`src/rtl/ps2_rx_fifo.sv`:
```
// ps2_rx_fifo: PS/2 keyboard receiver (sync, glitch filter, frame FSM, timeout) feeding a byte FIFO; PS2_RX_PARITY_CHECK_EN enables parity checking; ports clkk/reset, ps2_clk/ps2_dat in, rden pop, q byte, dsr non-empty, frame_err/overflow pulses
module ps2_rx_fifo #(
  parameter int FILTER_LEN     = 8,
  parameter int TIMEOUT_CYCLES = 24000,
  parameter int FIFO_DEPTH     = 8
) (
  input  logic       clkk,
  input  logic       reset,
  input  logic       ps2_clk,
  input  logic       ps2_dat,
  input  logic       rden,
  output logic [7:0] q,
  output logic       dsr,
  output logic       frame_err,
  output logic       overflow
);
  localparam int FW = $clog2(FILTER_LEN + 1);
  localparam int TW = $clog2(TIMEOUT_CYCLES + 1);
  localparam int AW = $clog2(FIFO_DEPTH);
  typedef enum logic [1:0] {IDLE, DATA, PARITY, STOP} state_t;
  state_t state, nstate;
  logic clk_s1, clk_s2, dat_s1, dat_s2, filt, strobe, par, par_ok, ok, bad, tmo_hit, wr_pend;
  logic [FW-1:0] fcnt;
  logic [TW-1:0] tmo;
  logic [2:0] bcnt;
  logic [7:0] shreg;
  logic [AW:0] wp, rp, wp_n, rp_n;
  logic [7:0] mem [FIFO_DEPTH];
  logic full, pop, push;
  always_ff @(posedge clkk)
    if (reset) {clk_s1, clk_s2, dat_s1, dat_s2} <= 4'hF;
    else {clk_s1, clk_s2, dat_s1, dat_s2} <= {ps2_clk, clk_s1, ps2_dat, dat_s1};
  always_ff @(posedge clkk)
    if (reset) begin
      filt <= 1'b1;
      fcnt <= '0;
    end else if (clk_s2 == filt) fcnt <= '0;
    else if (fcnt == FW'(FILTER_LEN - 1)) begin
      filt <= clk_s2;
      fcnt <= '0;
    end else fcnt <= fcnt + 1'b1;
  assign strobe = filt & ~clk_s2 & (fcnt == FW'(FILTER_LEN - 1));
`ifdef PS2_RX_PARITY_CHECK_EN
  assign par_ok = ^{shreg, par};
`else
  assign par_ok = 1'b1;
`endif
  always_ff @(posedge clkk)
    if (reset) state <= IDLE;
    else state <= nstate;
  always_comb begin
    nstate  = state;
    ok      = 1'b0;
    bad     = 1'b0;
    tmo_hit = (state != IDLE) && !strobe && (tmo == TW'(TIMEOUT_CYCLES - 1));
    if (tmo_hit) begin
      nstate = IDLE;
      bad    = 1'b1;
    end else if (strobe)
      case (state)
        IDLE:   nstate = dat_s2 ? IDLE : DATA;
        DATA:   nstate = (bcnt == 3'd7) ? PARITY : DATA;
        PARITY: nstate = STOP;
        STOP: begin
          nstate = IDLE;
          ok     = dat_s2 & par_ok;
          bad    = ~(dat_s2 & par_ok);
        end
        default: nstate = IDLE;
      endcase
  end
  always_ff @(posedge clkk)
    if (reset) begin
      bcnt      <= '0;
      shreg     <= '0;
      par       <= 1'b0;
      tmo       <= '0;
      wr_pend   <= 1'b0;
      frame_err <= 1'b0;
    end else begin
      frame_err <= bad;
      wr_pend   <= ok;
      tmo       <= (state == IDLE || strobe || tmo_hit) ? '0 : tmo + 1'b1;
      if (strobe && state == IDLE) bcnt <= '0;
      if (strobe && state == DATA) begin
        shreg <= {dat_s2, shreg[7:1]};
        bcnt  <= bcnt + 1'b1;
      end
      if (strobe && state == PARITY) par <= dat_s2;
    end
  // shreg stays stable through the write cycle that follows the stop strobe
  assign full = (wp[AW] != rp[AW]) && (wp[AW-1:0] == rp[AW-1:0]);
  assign pop  = rden & dsr;
  assign push = wr_pend & (~full | pop);
  assign wp_n = wp + (AW+1)'(push);
  assign rp_n = rp + (AW+1)'(pop);
  always_ff @(posedge clkk)
    if (push) mem[wp[AW-1:0]] <= shreg;
  always_ff @(posedge clkk)
    if (reset) begin
      wp       <= '0;
      rp       <= '0;
      q        <= 8'h00;
      dsr      <= 1'b0;
      overflow <= 1'b0;
    end else begin
      wp       <= wp_n;
      rp       <= rp_n;
      dsr      <= wp_n != rp_n;
      overflow <= wr_pend & full & ~pop;
      if (pop) q <= mem[rp[AW-1:0]];
    end
endmodule

```
`config.mk`:
```
export PLATFORM = sky130hd
export DESIGN_NAME = ps2_rx_fifo
export DESIGN_NICKNAME = d
export VERILOG_FILES = /design/src/rtl/ps2_rx_fifo.sv
export SDC_FILE = /design/constraint.sdc
export NUM_CORES = 1
export LEC_CHECK = 0
export BUFFER_PORTS_ARGS = -buffer_cell sky130_fd_sc_hd__buf_2
export CELL_PAD_IN_SITES_DETAIL_PLACEMENT = 0
export CELL_PAD_IN_SITES_GLOBAL_PLACEMENT = 1
export CORE_ASPECT_RATIO = 1.1
export CORE_UTILIZATION = 51
export DETAILED_ROUTE_END_ITERATION = 10
export HOLD_SLACK_MARGIN = 0.1
export PLACE_DENSITY_LB_ADDON = 0.1
export SETUP_SLACK_MARGIN = 0.3
export SYNTH_ARGS = -nofsm -noshare
export SYNTH_HDL_FRONTEND = slang
export SYNTH_SLANG_ARGS = --single-unit
```
`constraint.sdc`:
```
create_clock -name clkk -period 3.1 [get_ports clkk]
set_input_delay 0.31 -clock clkk [delete_from_list [all_inputs] [get_ports clkk]]
set_output_delay 0.31 -clock clkk [all_outputs]
set_load 0.005 [all_outputs]
```
* Yosys cells after proc, flatten, opt, wreduce, memory -nomap -nowiden
Memory sizes are Yosys's and may differ from the RTL's. A register that Yosys moved wholly into a read port is not among the register bits.
Cells that the tools add are included.
** Word-level totals
- Bits in registers :: 49
- RAM bits :: 64
- Bits of input ports :: 5
- Output and inout bits :: 11
- Memories kept :: 1
** Operators by class
- Add/sub/neg operators :: 5
- Equal/unequal tests :: 10
- Mux-type cells :: 10
- Bitwise gates (word level) :: 14
- Reductions and logical operators :: 16
** Memory list
- mem :: words 8, bits a word 8, read ports 1, clocked after memory_dff 1, write ports 1, RTL line 28 : logic [7:0] mem [FIFO_DEPTH];
** Operators by type and width (number)
- $add A15 B1 Y15 const B :: 1
- $eq A15 B15 Y1 const B :: 1
- $add A4 B1 Y4 :: 2
- $pmux W2 S4 :: 1
- $not A1 Y1 :: 7
- $and A1 B1 Y1 :: 6
- $mux W1 :: 6
- $mux W3 :: 2
- $logic_and A1 B1 Y1 :: 5
- $add A4 B1 Y4 const B :: 1
- $eq A2 B2 Y1 const B :: 2
- $eq A4 B3 Y1 const B :: 1
- $ne A4 B4 Y1 :: 1
- $reduce_bool A2 Y1 :: 2
- $reduce_or A2 Y1 :: 2
- $reduce_or A4 Y1 :: 1
- $add A3 B1 Y3 const B :: 1
- $eq A3 B3 Y1 :: 1
- $eq A3 B3 Y1 const B :: 1
- $reduce_or A3 Y1 :: 1
- $eq A2 B1 Y1 const B :: 1
- $logic_not A2 Y1 :: 1
- $logic_or A1 B1 Y1 :: 2
- $mux W2 :: 1
- 5 further kinds :: 5

* Logic depth before layout (Yosys ltp)
- Word-level depth :: 8
- Mapped depth :: 9

* Least setup slack after synthesis
OpenSTA, ideal clock, no wires.
- Path type :: input-to-reg
- Start point :: in rden
- End point :: reg dsr
- Setup time :: 0.138 ns
- Arrival :: 2.178 ns
- Required time :: 2.962 ns
- Slack :: 0.784 ns
- Stages :: 9
- Path through :: and2_1 -> clkbuf_1 -> or4_4 -> o21a_1 -> ha_1 -> ha_1 -> xnor2_1 -> xnor2_1 -> a41oi_1
** On the way
- Longest elaborated chain between the ends :: 5
** Ends and longest elaborated chain
- start, declared :: RTL line 11 : input logic rden,
- $and A1 B1 Y1 * :: RTL line 93 : assign pop = rden & dsr;
- $or A1 B1 Y1 :: RTL line 94 : assign push = wr_pend & (~full | pop);
- $and A1 B1 Y1 :: RTL line 94
- $add A4 B1 Y4 :: RTL line 95 : assign wp_n = wp + (AW+1)'(push);
- $ne A4 B4 Y1 * :: RTL line 109 : dsr <= wp_n != rp_n;
- end signal, assigned :: RTL line 109
- end, declared :: RTL line 13 : output logic dsr,
Every way passes the cells marked *; elsewhere a longest branch is shown, timed or not.
A chain may end at the register's enable or synchronous reset.

* Worst setup path after layout
- Start point :: reg wp[2]
- End point :: reg dsr
** On the way
- Longest elaborated chain between the ends :: 7
** Ends and longest elaborated chain
- start, declared :: RTL line 27 : logic [AW:0] wp, rp, wp_n, rp_n;
- start signal, assigned :: RTL line 107 : wp <= wp_n;
- $eq A3 B3 Y1 :: RTL line 92 : assign full = (wp[AW] != rp[AW]) && (wp[AW-1:0] == rp[AW-1:0]);
- $logic_and A1 B1 Y1 :: RTL line 92
- $not A1 Y1 :: RTL line 94
- $or A1 B1 Y1 :: RTL line 94
- $and A1 B1 Y1 :: RTL line 94
- $add A4 B1 Y4 * :: RTL line 95
- $ne A4 B4 Y1 * :: RTL line 109
Marked as above.

==> reports/metrics.csv <==
stage,metric,value,unit
floorplan,die_h,104,um
setup_path,crit_path_end_kind,flip-flop,
power_and_ir_drop,switching_power,0.654,mW
timing,post_route_fraction_of_the_period_consumed_by_the_critical_path,0.775,
grt,globalRouteMet1Util,0.257,
cts,clock_latency,0.51,ns
cts,cts_num_sinks,121,
setup_path,ff2ff_path_depth,8,
hold_path,holdCritPathClass,in -> reg,
timing,final.min_clock_period,2.40,ns
grt,pin_count_of_the_biggest_net_entering_global_routing,43,
yosys,post_synthesis_cell_area,4810,um^2
yosys,synth.top_cell.area_share,0.400,
layout,fillCellCount,719,
grt,gr-usage-met3,0.0661,
yosys,synth.yosys.seq_area_share,0.637,
setup_path,start_kind,flip-flop,
grt,grt_pass1_vias,2822,
timing,hold_violations,0,
timing,worstMarginPinSlew,0.740,ns
cts,root_buffer,clkbuf_8,
floorplan,start_util,0.534,
cts,path_clk_slew,0.05,ns
routing,number_of_nets_with_antenna_violations_after_routing,0,
yosys,yosysTopAreaCell,edfxtp_1,
power_and_ir_drop,peakVddDrop,0.406,mV
setup_path,path_delay_family,simple AND/OR/NAND/NOR gates,
floorplan,floorplan.core_area,9010,um^2
power_and_ir_drop,comb_power_share,0.005,
layout,numnets_final,397,
setup_path,critPathMaxStageDelay,0.58,ns
yosys,dominantRegCellSynth,edfxtp_1,
yosys,async_flop_share,0,
power_and_ir_drop,power.static_leakage,1.97,nW
timing,max_freq,0.416,GHz
yosys,synth.cells.most_frequent,"edfxtp_1 (64), dfxtp_1 (57), nor2_1 (47)",
grt,grt_usage,0.196,
floorplan,die-area,9820,um^2
yosys,synth.top_cells.by_area,"edfxtp_1 (40%), dfxtp_1 (24%), mux4_2 (7.5%)",
placement,buffer_ports.inserted,15,
routing,drt_iter0_drc,160,
routing,post-route-drc-count,0,
cts,cts.path.max_buffers,2,
setup_path,cp_cell_sequence,xor2_1 -> or4_4 -> o21a_1 -> ha_1 -> ha_1 -> xnor2_1 -> xnor2_1 -> a41oi_1,
job,max-cap-violations,0,
routing,route.detailed.wl_per_inst,16.0,um
yosys,postSynthCellCount,352,
yosys,post-synth-top-count-cell,edfxtp_1,
cts,post_cts_sizing_count,0,
placement,place_inst,476,
yosys,synthesis.nets,366,
yosys,ys_warn_count,0,
grt,globalRouteMet2Util,0.302,
hold_path,worst_hold_path.num_cells,4,
layout,final_cell_count_no_fill,510,
setup_path,cell_with_the_biggest_individual_delay_on_the_critical_path,or4_4,
cts,cts-buffers-inserted,17,
timing,drv_slew,0,
setup_path,path_max_fanout,8,
power_and_ir_drop,switching_share,0.174,
power_and_ir_drop,clock_power_share,0.549,
setup_path,critical_path.reg2reg.startpoint,wp[2],
hold_path,hold_end,overflow,
yosys,synth_enable_flop_cells,64,
power_and_ir_drop,share_seq_of_total_power,0.446,
routing,drt-pass1-iter-count,4,
yosys,synth_seq_cells,121,
placement,dp_hpwl,5010,um
yosys,synth.lib_cells_used.distinct,44,
setup_path,req_time_crit_path,3.45,ns
hold_path,worstHoldStart,rden,
layout,flow.area_growth_from_synthesis,18.1,%
yosys,synthesis.area_per_instance,13.7,um^2
power_and_ir_drop,p_int,3.10,mW
layout,diodes,0,
cts,tritoncts,done,
grt,grt_antenna_before_repair,0,
layout,share_of_final_layout_standard_cells_stronger_than_drive_strength_1,0.202,
timing,timing.setup.tns,0,ns
floorplan,fp.dieW,94.6,um
floorplan,pin_count,16,
grt,grt-ovfl-total,0,
setup_path,worstPathArrival,2.75,ns
timing,timing.max_slew.rel_slack,0.507,
timing,final.setup_skew,0.00561,ns
setup_path,endpoint_of_the_lowest_slack_register_to_register_path,dsr,
power_and_ir_drop,p_per_area,661,nW/um^2
setup_path,cp_num_buf_inv,0,
placement,globalplace.congestion,0.704,
setup_path,critical_path_class,reg -> reg,
routing,totalWireLength,8160,um
floorplan,rows,36,
status,run_status,"complete, no violations",
timing,rsz0062_at_grt,false,
cts,h-tree-depth,4,
routing,vias,2734,
grt,first_pass_grt_wire_length,14000,um
routing,vias_per_cell,5.36,
timing,setup_viol_count_final,0,
grt,grt_most_used_layer,met2,
setup_path,r2r_setup_slack,0.70,ns
## cell families after synthesis
group | Yosys count | share of synthesized area
compound gates | 28 | 0.0409
xor+xnor | 26 | 0.0474
fa+ha+maj | 9 | 0.0234
buf+inv | 26 | 0.0255
flops | 121 | 0.637
mux | 32 | 0.108
simple gates | 110 | 0.117
## what timing repair did
item	4_1_cts	5_1_grt
buffers inserted	0	0
hold buffers	2	0
hold endpoints to repair	2	0
## worst register-to-register path: stages, from the launching register on
cell and delay (ns):
dfxtp_1 0.49, xor2_1 0.11, or4_4 0.58, o21a_1 0.21, ha_1 0.20, ha_1 0.20
xnor2_1 0.21, xnor2_1 0.15, a41oi_1 0.11
## final cells by class
| type | instances | area (um^2) | area share |
|---|---|---|---|
| Timing Repair Buffer | 30 | 193 | 0.0339 |
| Inverter | 8 | 30.0 | 0.00529 |
| Clock buffer | 22 | 453 | 0.0798 |
| Tap cell | 114 | 143 | 0.0251 |
| Sequential cell | 121 | 3060 | 0.540 |
| Clock inverter | 10 | 174 | 0.0306 |
| Multi-Input combinational cell | 205 | 1620 | 0.286 |
## worst max-delay path by stage
stage	to	cells past startpoint	from	slack (ns)
global route	dsr	8	wp[2]	0.53
finish	dsr	8	wp[2]	0.70
CTS	dsr	8	wp[2]	0.69
floorplan	dsr	9	rden	0.78
global placement	dsr	9	rden	0.76
detailed placement	dsr	9	rden	0.72
## per-layer routing
layer | wire [um] | share of wire
met2 | 4030 | 0.49
met3 | 274 | 0.034
met5 | 0 | 0
met4 | 72 | 0.0088
met1 | 3780 | 0.46
## power groups by stage
stage | clock [mW] | sequential, mW | combinational [mW]
5_1_grt | 2.18 | 1.67 | 0.0197
3_3_place_gp | 0 | 1.71 | 0.0156
4_1_cts | 2.10 | 1.68 | 0.0179
6_report | 2.06 | 1.68 | 0.0174
3_5_place_dp | 0 | 1.71 | 0.0159
2_1_floorplan | 0 | 1.71 | 0.0106
## state kept, by name (all words and copies together), names as in the netlist, 3 cells and up, named ones only
| signal | count |
|---|---|
| mem | 64 |
| fcnt | 4 |
| tmo | 15 |
| rp | 4 |
| shreg | 8 |
| q | 8 |
| wp | 4 |
| bcnt | 3 |
## cell usage in the layout, fill, tap and decap left out, types with 10 or more instances in the layout
cell type / instances
clkbuf_16: 16
nor2_1: 47
mux4_2: 16
mux2i_1: 16
buf_4: 13
xor2_1: 13
a211oi_1: 10
buf_2: 15
dfxtp_1: 57
nand3_1: 11
edfxtp_1: 64
xnor2_1: 13
## stage by stage
stage          worst slack (ns)  hold WS, ns  instance area (um^2)   util  power (mW)
2_1_floorplan             0.784        0.389                  4810      -        1.72
3_3_place_gp              0.760        0.398                  5030  0.558        1.72
3_5_place_dp              0.722        0.393                  5030  0.558        1.72
4_1_cts                   0.692        0.258                  5680  0.630        3.79
5_1_grt                   0.530        0.287                  5680  0.630        3.88
6_report                  0.697        0.285                  5680  0.630        3.75
(Power assumes the default switching activity.)
